$ cat config.mk
export PLATFORM = sky130hd
export DESIGN_NAME = sum_frame_controller
export DESIGN_NICKNAME = d
export VERILOG_FILES = /design/src/rtl/sum_ctrl_pkg.sv /design/src/rtl/sum_ctrl_timeout.sv /design/src/rtl/sum_frame_controller.sv
export SDC_FILE = /design/constraint.sdc
export NUM_CORES = 1
export LEC_CHECK = 0
export ABC_AREA = 0
export CORE_MARGIN = 1.5
export CORE_UTILIZATION = 45
export DETAILED_ROUTE_END_ITERATION = 10
export PLACE_DENSITY = 0.74
export SLEW_MARGIN = 20
export SYNTH_ARGS = -nofsm -noshare
export SYNTH_HDL_FRONTEND = slang
export SYNTH_HIERARCHICAL = 1
export SYNTH_SLANG_ARGS = --single-unit
$ cat constraint.sdc
create_clock -name CLK -period 2.8 [get_ports CLK]
set_input_delay 0.42 -clock CLK [delete_from_list [all_inputs] [get_ports CLK]]
set_output_delay 0.42 -clock CLK [all_outputs]
set_load 0.1 [all_outputs]
$ cat src/rtl/sum_ctrl_pkg.sv
// sum_ctrl_pkg: shared state encoding and default sizing for the sum frame datapath
package sum_ctrl_pkg;
  typedef enum logic [2:0] {IDLE, CLEAR, STREAM, WAIT_SUM, HOLD} state_t;
  localparam int SUM_W_DEF = 17;
  localparam int FRAME_LEN_DEF = 256;
  localparam int TIMEOUT_DEF = 64;
endpackage

$ cat src/rtl/sum_ctrl_timeout.sv
// sum_ctrl_timeout: loadable down-counter whose expire flags the last enabled cycle before it runs out
module sum_ctrl_timeout #(
  parameter int W = 7
) (
  input  logic         clk,
  input  logic         rst,
  input  logic         load,
  input  logic         en,
  input  logic [W-1:0] value,
  output logic [W-1:0] count,
  output logic         expire
);
  always_ff @(posedge clk) begin
    if (rst) count <= '0;
    else if (load) count <= value;
    else if (en && count != '0) count <= count - W'(1);
  end
  assign expire = en && count == W'(1);
endmodule

$ cat src/rtl/sum_frame_controller.sv
// sum_frame_controller: frames FRAME_LEN counter samples into the summer and holds the captured sum
module sum_frame_controller
  import sum_ctrl_pkg::*;
#(
  parameter int SUM_W     = SUM_W_DEF,
  parameter int FRAME_LEN = FRAME_LEN_DEF,
  parameter int TIMEOUT   = TIMEOUT_DEF
) (
  input  logic             CLK,
  input  logic             RST,
  input  logic             start,
  input  logic             abort,
  output logic             cnt_clr,
  output logic             cnt_en,
  output logic             data_start,
  input  logic [SUM_W-1:0] sum,
  input  logic             sum_enable,
  output logic [SUM_W-1:0] result,
  output logic             result_valid,
  input  logic             result_ready,
  output logic             busy,
  output logic             timeout_err
);
  localparam int IW = $clog2(FRAME_LEN);
  localparam int TW = $clog2(TIMEOUT + 1);
  state_t state, state_n;
  logic [IW-1:0] idx;
  logic [TW-1:0] tmo;
  logic expire;
  sum_ctrl_timeout #(.W(TW)) u_tmo (
    .clk(CLK),
    .rst(RST),
    .load(state != WAIT_SUM),
    .en(state == WAIT_SUM),
    .value(TW'(TIMEOUT)),
    .count(tmo),
    .expire(expire)
  );
  always_comb begin
    state_n = state;
    if (abort && state != IDLE) state_n = IDLE;
    else if (state == IDLE) state_n = start ? CLEAR : IDLE;
    else if (state == CLEAR) state_n = STREAM;
    else if (state == STREAM) state_n = idx == IW'(FRAME_LEN - 1) ? WAIT_SUM : STREAM;
    else if (state == WAIT_SUM) state_n = sum_enable ? HOLD : expire ? IDLE : WAIT_SUM;
    else if (state == HOLD) state_n = result_ready ? IDLE : HOLD;
    else state_n = IDLE;
  end
  always_ff @(posedge CLK) begin
    if (RST) begin
      state <= IDLE;
      idx <= '0;
      result <= '0;
      timeout_err <= 1'b0;
    end else begin
      state <= state_n;
      idx <= (state == STREAM && state_n == STREAM) ? idx + IW'(1) : '0;
      if (state == WAIT_SUM && sum_enable && !abort) result <= sum;
      if (state == IDLE && start) timeout_err <= 1'b0;
      else if (state == WAIT_SUM && expire && !sum_enable && !abort) timeout_err <= 1'b1;
    end
  end
  // the WAIT_SUM close marker is the cycle where the timeout counter is still full
  assign data_start   = (state == STREAM && idx == '0) || (state == WAIT_SUM && tmo == TW'(TIMEOUT));
  assign cnt_clr      = state == CLEAR;
  assign cnt_en       = state == STREAM;
  assign result_valid = state == HOLD;
  assign busy         = state != IDLE;
endmodule

==> results.sh, run 1 <==
export IMPL_cp_data_required_time_ns=2.38
export IMPL_clock_path_buffers=2
export IMPL_cp_end_kind="primary output"
export IMPL_drc_errors=0
export IMPL_cts_resized_gates=0
export IMPL_io_pins=46
export IMPL_initial_core_util_pct=48.44
export IMPL_firstDrtPassIters=4
export IMPL_synthesis_area_um2=1827
export IMPL_hold_path_class="flop to flop"
export IMPL_cts_tree="built"
export IMPL_dr_first_iter_drc_count=143
export IMPL_synth_area_per_cell_um2=8.536
export IMPL_hold_viol_final=0
export IMPL_cts_buffers=5
export IMPL_nets=291
export IMPL_powerDensity_nw_per_um2=465.2
export IMPL_grt_pass1_wl_um=7134
export IMPL_syn2layout_area_growth_pct=31.44
export IMPL_wire_per_inst_um=13.41
export IMPL_cts_setup_buffers=0
export IMPL_vdd_drop_max_uv=263.3
export IMPL_period_needed_ns=2.121
export IMPL_drv_cap=0
export IMPL_max_slew_worst_pin_slew_ns=0.6672
export IMPL_grt_pass1_vias=1581
export IMPL_final_setup_skew_ns=0.003124
export IMPL_setup_viol=0
export IMPL_place_gp_congestion=0.8117
export IMPL_synth_edff_count=0
export IMPL_layout_drive_gt1_share_pct=17.05
export IMPL_status="completed"
export IMPL_finalCritPeriodShare_pct=75.76
export IMPL_grt_max_degree=29
export IMPL_max_freq_ghz=0.4714
export IMPL_grt_ovfl_total=0
export IMPL_clock_root_buffer="clkbuf_8"
export IMPL_drt_wl_total_um=4183
export IMPL_power_uw=1117
export IMPL_cp_start_kind="flop"
export IMPL_async_flop_share_pct=0
export IMPL_synth_adder_area_share_pct=3.425
export IMPL_clkTransAtPathRegs_ns=0.07
export IMPL_die_area_um2=4451
export IMPL_ctsHtreeMaxLevel=2
export IMPL_clock_latency_ns=0.29
export IMPL_cts_sinks=36
export IMPL_seq_area_frac_synth_pct=39.45
export IMPL_core_um2=3771
export IMPL_ant_nets=0
export IMPL_path_class="flop to primary output"
export IMPL_avgViaCountPerCell=5.513
export IMPL_synthCells=214
export IMPL_route_vias_total=1720
export IMPL_hold_buffers=0
export IMPL_synthMuxAreaShare_pct=0
export IMPL_ys_warn_count=6
export IMPL_slew_viol_final=0
export IMPL_synth_top_family_by_area="simple AND/OR/NAND/NOR gates"
export IMPL_rsz0062_at_grt="no"
export IMPL_yosys_area_share_simple_pct=24.38
export IMPL_hpwl_um=2881
export IMPL_die_height_um=66.72
export IMPL_ys_ff_latch=36
export IMPL_rows=22
export IMPL_worstPathMaxFanout=9
export IMPL_synth_compound_area_share_pct=23.84
export IMPL_grt_antenna_before_repair=0
export IMPL_tns_ns=0
export IMPL_antennaDiodeCount=0
export IMPL_track_usage_pct=21.16
export IMPL_max_slew_margin_rel_pct=54.95
export IMPL_synth_flop_cell="dfxtp_1"
export IMPL_synth_xor_area_share_pct=1.438
export IMPL_yosysUniqueCellTypes=51
export IMPL_io_buffers=45
export IMPL_leakage_uw=0.0009161
export IMPL_crit_arrival_ns=1.70
export IMPL_die_width_um=66.72
[worst paths after layout]
| kind | start | endpoint | slack [ns] | cells past startpoint |
|---|---|---|---|---|
| max | state[0]$_SDFF_PP0_ | data_start | 0.68 | 5 |
| min | result[16]$_SDFFE_PP0P_ | result[16]$_SDFFE_PP0P_ | 0.48 | 2 |
| max reg2reg | state[0]$_SDFF_PP0_ | u_tmo/count[3]$_SDFFE_PP0P_ | 0.89 | 5 |
| min reg2reg | result[16]$_SDFFE_PP0P_ | result[16]$_SDFFE_PP0P_ | 0.48 | 2 |
[cell usage after synthesis (2+ instances only)]
| master | count | area (um2) |
|---|---|---|
| dfxtp_1 | 36 | 720.7 |
| a21oi_1 | 25 | 125.1 |
| nand3_1 | 20 | 100.1 |
| o21ai_0 | 19 | 95.09 |
| inv_1 | 15 | 56.30 |
| nor2_1 | 15 | 56.30 |
| ha_1 | 5 | 62.56 |
| nand2_1 | 5 | 18.77 |
| a311oi_1 | 4 | 35.03 |
| buf_2 | 4 | 20.02 |
| clkbuf_1 | 4 | 15.01 |
| nand4_1 | 4 | 25.02 |
| nor3_1 | 4 | 20.02 |
| nor3b_1 | 4 | 30.03 |
| a221oi_1 | 3 | 26.28 |
| buf_4 | 3 | 22.52 |
| or3_1 | 3 | 18.77 |
| a31oi_1 | 2 | 12.51 |
| and3_1 | 2 | 12.51 |
| conb_1 | 2 | 7.510 |
| nor4b_1 | 2 | 17.52 |
| o211ai_1 | 2 | 15.01 |
| or4b_1 | 2 | 20.02 |
| xnor2_1 | 2 | 17.52 |
[registers in the layout, summed over array words and instances, names as in the netlist]
signal,flops
idx,8
result,17
state,3
timeout_err,1
u_tmo/count,7
[stage by stage]
step | instance area, um2 | hold slack (ns) | utilization [%] | instances | worst slack, ns
after floorplan | 1867 | 0.4489 | - | 219 | 0.4319
after global placement | 2293 | 0.4618 | 60.82 | 304 | 0.9644
after detailed placement | 2293 | 0.4664 | 60.82 | 304 | 0.8844
after CTS | 2401 | 0.4768 | 63.67 | 312 | 0.6583
after global routing | 2401 | 0.5042 | 63.67 | 312 | 0.5901
final | 2401 | 0.4782 | 63.67 | 312 | 0.6786
[worst max-delay path, stage by stage (launching register included)]
cell	delay, ns
dfxtp_1	0.57
nand3b_4	0.11
inv_2	0.13
nand2_1	0.10
o41ai_4	0.28
buf_12	0.22
[metal layers]
metal / vias up / GRT usage [%] / wire [um]
met5: - / 0 / 0
met4: 0 / 9.184 / 57
met3: 4 / 5.236 / 219
met2: 49 / 33.25 / 1953
met1: 790 / 27.40 / 1953
li1: 877 / - / -
[power by group]
group | switching, uW | internal [uW]
sequential | 17.1 | 520
combinational | 72.5 | 55.8
clock | 188 | 264
[cells in the final DEF (no fill, tap or decap), drive strengths merged, types with 2 or more instances in the layout]
cell,n
nand3b,2
clkbuf,6
clkdlybuf4s50,22
ha,5
nand2,5
o211ai,2
o21ai,19
nor4b,3
conb,7
a221oi,4
nor3,4
a21oi,25
nor2,15
xnor2,2
or3,3
dfxtp,36
or4b,2
nand3,20
nand4,4
inv,16
a31oi,2
a311oi,4
buf,27
and3,2
nor3b,6
[final cells by class]
cell class / count / area [um2]
Fill cell: 343 / 1370
Timing Repair Buffer: 49 / 435.4
Tap cell: 48 / 60.06
Inverter: 16 / 60.06
Clock buffer: 6 / 72.57
Sequential cell: 36 / 720.7
Multi-Input combinational cell: 155 / 1017
Clock inverter: 2 / 35.03
[kinds of logic (layout without fill, tap and decap cells)]
logic type	after synthesis	count (layout)
other cells	2	7
buf+inv	28	73
simple gates	72	72
xor+xnor	3	3
fa+ha+maj	5	5
flops	36	36
compound gates	68	68
No activity file was read; power rests on OpenSTA's default activity.
==> inputs of run 2 (changes only) <==
Settings changed: CORE_UTILIZATION 45 to 44, PLACE_DENSITY 0.74 to 0.76.
Clock period 2.8 ns to 1.7 ns, I/O delays scaled along.
==> run 2 against run 1 <==
  * Critical endpoint unchanged
  * Die area increased by 2.2%
  * Clock skew grew 0.0055 ns
  * Final cell count increased by 6.1%
  * Critical path depth decreased by 1
  * Design area is 22% higher
  * The flow now finishes with violations (negative setup slack)
  * Global-route usage is 0.31 points higher
  * Sequential cell count stayed put
  * Setup slack worse by 0.77 ns
  * Sequential share of layout area decreased by 4.7 points
  * Clock power rose by 68%
  * Sequential power rose by 63%
==> results.sh, run 2 (synthesis gave the netlist of run 1 again) <==
export IMPL_status="finished, violations left"
export IMPL_violations="negative setup slack"
export IMPL_cts_tree="built"
export IMPL_grtUsageMet3_pct=5.500
export IMPL_p_sw_uw=489.4
export IMPL_finalCritPeriodShare_pct=105.5
export IMPL_setup_viol=1
export IMPL_cpPeakStageDelay_ns=0.37
export IMPL_hold_path_class="flop to flop"
export IMPL_powerDensity_nw_per_um2=654.5
export IMPL_grt_pass1_vias=1549
export IMPL_ant_nets=0
export IMPL_final_cell_mix="dfxtp_1 (28), a21oi_1 (25), buf_12 (24)"
export IMPL_syn2layout_area_growth_pct=60.21
export IMPL_utilization_pct=73.16
export IMPL_final_setup_skew_ns=0.008583
export IMPL_cts_sinks=36
export IMPL_crit_arrival_ns=1.54
export IMPL_drt_wl_total_um=4673
export IMPL_cts_buffers=5
export IMPL_grt_busiest_layer="met2"
export IMPL_cp_data_required_time_ns=1.44
export IMPL_route_vias_total=1794
export IMPL_hold_viol_final=0
export IMPL_avgViaCountPerCell=5.420
export IMPL_antennaDiodeCount=0
export IMPL_io_pins=46
export IMPL_slew_viol_final=0
export IMPL_gr_usage_met1_pct=27.99
export IMPL_grt_antenna_before_repair=0
export IMPL_hpwl_um=3179
export IMPL_largest_reg_flops=17
export IMPL_p_clk_share_pct=39.6
export IMPL_hold_buffers=0
export IMPL_wire_per_inst_um=14.12
export IMPL_startpoint="u_tmo/count[4]$_SDFFE_PP0P_"
export IMPL_dr_first_iter_drc_count=77
export IMPL_drv_cap=0
export IMPL_rsz0062_at_grt="yes"
export IMPL_track_usage_pct=21.48
export IMPL_p_comb_share_pct=14.6
export IMPL_reg2regPathDepth=4
export IMPL_leakage_uw=0.001118
export IMPL_dpl_cell_area_um2=2726
export IMPL_multiInputGateArea_um2=1099
export IMPL_nets=308
export IMPL_clock_path_buffers=2
export IMPL_clock_root_buffer="clkbuf_8"
export IMPL_cp_end_kind="primary output"
export IMPL_die_width_um=67.44
export IMPL_p_int_uw=1426
export IMPL_worstPathMaxFanout=6
export IMPL_layout_drive_gt1_share_pct=28.47
export IMPL_globalRouteMet2Util_pct=34.28
export IMPL_seq_area_um2=740.7
export IMPL_worstReg2RegStart="u_tmo/count[0]$_SDFFE_PP0P_"
export IMPL_nFillCells=300
export IMPL_die_area_um2=4547
export IMPL_rows=23
export IMPL_switching_share_pct=25.55
export IMPL_path_class="flop to primary output"
export IMPL_drc_errors=0
export IMPL_cp_depth=4
export IMPL_rrSetupSlack_ns=0.06
export IMPL_crit_buf_inv=1
export IMPL_power_uw=1915
export IMPL_seqPwrFrac_pct=45.8
export IMPL_endpoint="data_start"
export IMPL_crit_chain="nor4b_4 > nand2_4 > o41ai_4 > buf_12"
export IMPL_crit_family="simple AND/OR/NAND/NOR gates"
export IMPL_cp_start_kind="flop"
export IMPL_final_common_cell="dfxtp_1"
export IMPL_period_needed_ns=1.793
export IMPL_grt_ovfl_total=0
export IMPL_vdd_drop_max_uv=516.3
export IMPL_io_buffers=45
export IMPL_fin_area_um2=2927
export IMPL_initial_core_util_pct=45.67
export IMPL_r2r_end="u_tmo/count[3]$_SDFFE_PP0P_"
export IMPL_tns_ns=-0.09331
export IMPL_clock_latency_ns=0.30
export IMPL_die_height_um=67.44
export IMPL_place_ws_ns=-0.04599
export IMPL_slowest_stage="dfxtp_4"
export IMPL_ctsHtreeMaxLevel=2
export IMPL_grt_pass1_wl_um=7369
export IMPL_setup_ws_ns=-0.09331
export IMPL_core_um2=4000
export IMPL_grt_max_degree=29
export IMPL_largest_register="result"
export IMPL_place_gp_congestion=0.8710
export IMPL_max_freq_ghz=0.5576
export IMPL_top_regs="result (17), idx (8), u_tmo/count (7)"
export IMPL_clkTransAtPathRegs_ns=0.07
export IMPL_firstDrtPassIters=4
-- run 2: changes by cell type in the layout (fill, tap and decap cells not counted), moves of 2 or more --
cell and delta:
buf_12 +23, buf_4 -7, dfxtp_1 -8, dfxtp_2 +4, dfxtp_4 +4, nor4b_1 -2
nor4b_4 +3
-- run 2: cell type report --
cell class              instances  area share (%)
clock buffers                   6           2.480
clock inverters                 2           1.197
inverters                      16           2.138
multi-input cells             155           37.54
flip-flops and latches         36           25.31
well taps                      50           2.138
repair buffers                 66           29.20
-- run 2: worst min path at each step --
| stage | end | cells past startpoint | start | slack, ns |
|---|---|---|---|---|
| after floorplan | u_tmo/count[3]$_SDFFE_PP0P_ | 1 | RST | 0.32 |
| after global placement | idx[0]$_SDFF_PP0_ | 1 | idx[0]$_SDFF_PP0_ | 0.47 |
| after detailed placement | idx[0]$_SDFF_PP0_ | 1 | idx[0]$_SDFF_PP0_ | 0.49 |
| after CTS | result[3]$_SDFFE_PP0P_ | 3 | sum[3] | 0.51 |
| after global routing | result[10]$_SDFFE_PP0P_ | 3 | sum[10] | 0.51 |
| final | idx[0]$_SDFF_PP0_ | 1 | idx[0]$_SDFF_PP0_ | 0.50 |
-- run 2: repair_timing --
item	CTS	global route
pin swaps	1	5
gates cloned	0	0
setup buffers	0	2
setup endpoints to repair	2	10
resized for setup	5	16
-- run 2: power by group through the flow --
stage          Sequential, uW  Clock [uW]  Combinational (uW)
2_1_floorplan             898           0                 133
3_3_place_gp              895           0                 262
3_5_place_dp              896           0                 265
4_1_cts                   878         773                 268
5_1_grt                   879         803                 299
6_report                  877         758                 280
-- run 2: per-layer routing --
layer / part of all wire [%] / wire length, um / vias up
met4: 1.4 / 65 / 0
li1: - / - / 911
met1: 46 / 2130 / 850
met5: 0 / 0 / -
met3: 2.9 / 137 / 6
met2: 50 / 2340 / 27
-- run 2: through the flow --
stage	instances	hold WS, ns
6_report	331	0.5030
5_1_grt	331	0.5119
4_1_cts	329	0.5051
3_5_place_dp	321	0.4918
3_3_place_gp	321	0.4659
2_1_floorplan	219	0.3212
==> inputs of run 3 (changes only) <==
Settings changed: SKIP_CTS_REPAIR_TIMING from default to 1.
==> run 3 against run 2 <==
  * The flow still finishes with violations (negative setup slack)
  * Worst hold slack about the same
  * Largest cell class unchanged
  * Power barely moved
  * Sequential cell count did not move
  * Highest routed layer unchanged
  * Sequential power grew 0.5%
  * Largest power group unchanged
  * Critical endpoint unchanged
==> results.sh, run 3 (synthesis gave the netlist of run 1 again) <==
export IMPL_core_um2=4000
export IMPL_track_usage_pct=21.34
export IMPL_nets=307
export IMPL_grt_antenna_before_repair=0
export IMPL_hpwl_um=3179
export IMPL_place_gp_congestion=0.8710
export IMPL_cts_sinks=36
export IMPL_drc_errors=0
export IMPL_hold_path_class="flop to flop"
export IMPL_cp_start_kind="flop"
export IMPL_antennaDiodeCount=0
export IMPL_utilization_pct=72.85
export IMPL_rows=23
export IMPL_tns_ns=-0.1108
export IMPL_rsz0062_at_grt="yes"
export IMPL_nFillCells=301
export IMPL_cts_buffers=5
export IMPL_vdd_drop_max_uv=520.4
export IMPL_clock_latency_ns=0.30
export IMPL_leakage_uw=0.001111
export IMPL_grt_ovfl_total=0
export IMPL_avgViaCountPerCell=5.439
export IMPL_layout_drive_gt1_share_pct=28.57
export IMPL_powerDensity_nw_per_um2=657.2
export IMPL_largest_reg_flops=17
export IMPL_dr_wl_met3_um=160
export IMPL_wl_met1_um=2124
export IMPL_firstDrtPassIters=4
export IMPL_clock_root_buffer="clkbuf_8"
export IMPL_wire_per_inst_um=14.21
export IMPL_clock_path_buffers=2
export IMPL_grt_pass1_wl_um=7307
export IMPL_ant_nets=0
export IMPL_clkTransAtPathRegs_ns=0.07
export IMPL_syn2layout_area_growth_pct=59.52
export IMPL_hold_viol_final=0
export IMPL_grt_pass1_vias=1547
export IMPL_max_freq_ghz=0.5522
export IMPL_final_cell_mix="dfxtp_1 (28), a21oi_1 (25), buf_12 (24)"
export IMPL_io_pins=46
export IMPL_status="finished, violations left"
export IMPL_io_buffers=45
export IMPL_grt_max_degree=29
export IMPL_setup_ws_ns=-0.1108
export IMPL_cts_tree="built"
export IMPL_cp_end_kind="primary output"
export IMPL_die_area_um2=4547
export IMPL_path_class="flop to primary output"
export IMPL_drv_cap=0
export IMPL_initial_core_util_pct=45.67
export IMPL_slew_viol_final=0
export IMPL_die_height_um=67.44
export IMPL_route_vias_total=1795
export IMPL_power_uw=1915
export IMPL_top_regs="result (17), idx (8), u_tmo/count (7)"
export IMPL_violations="negative setup slack"
export IMPL_cp_data_required_time_ns=1.44
export IMPL_setup_viol=1
export IMPL_final_setup_skew_ns=0.007531
export IMPL_wl_met2_um=2338
export IMPL_final_common_cell="dfxtp_1"
export IMPL_ctsHtreeMaxLevel=2
export IMPL_place_ws_ns=-0.04599
export IMPL_worstPathMaxFanout=5
export IMPL_die_width_um=67.44
export IMPL_seq_area_um2=735.7
export IMPL_crit_arrival_ns=1.56
export IMPL_dr_first_iter_drc_count=121
export IMPL_finalCritPeriodShare_pct=106.5
export IMPL_largest_register="result"
export IMPL_drt_wl_total_um=4690
export IMPL_multiInputGateArea_um2=1101
export IMPL_period_needed_ns=1.811
export IMPL_routed_top_layer="met4"
## run 3: per-layer routing
layer / track usage (%) / up-vias
li1: - / 911
met1: 27.89 / 844
met2: 33.91 / 34
met3: 5.500 / 6
met4: 7.653 / 0
met5: 0 / -
## run 3: power by group
part	switching, uW	total (uW)	internal [uW]
Combinational	142	277	136
Clock	322	757	435
Sequential	24.7	881	856
## run 3: worst max-delay path: stages, from the launching register on
cell and delay, ns:
dfxtp_4 0.38, nor4b_4 0.32, nand2_4 0.08, o41ai_4 0.27
buf_12 0.22
## run 3: stage by stage
step / hold slack [ns] / instance area (um2) / std cells
after floorplan: 0.3212 / 1904 / 219
after global placement: 0.4659 / 2726 / 321
after detailed placement: 0.4918 / 2726 / 321
after CTS: 0.5051 / 2834 / 329
after global routing: 0.5137 / 2914 / 330
final: 0.5032 / 2914 / 330
## run 3: final cells by class
type	instances	share of cell area [%]
Multi-Input combinational cell	155	37.78
Inverter	16	2.061
Tap cell	50	2.147
Clock buffer	6	2.490
Timing Repair Buffer	65	29.07
Clock inverter	2	1.202
Sequential cell	36	25.25
## run 3: final timing paths
kind                               startpoint                           to  slack, ns  cells after the start
hold / removal              idx[0]$_SDFF_PP0_            idx[0]$_SDFF_PP0_       0.50                      1
setup / recovery  u_tmo/count[5]$_SDFFE_PP0P_                   data_start      -0.11                      4
hold reg to reg             idx[0]$_SDFF_PP0_            idx[0]$_SDFF_PP0_       0.50                      1
setup reg to reg          state[2]$_SDFF_PP0_  u_tmo/count[3]$_SDFFE_PP0P_       0.07                      5
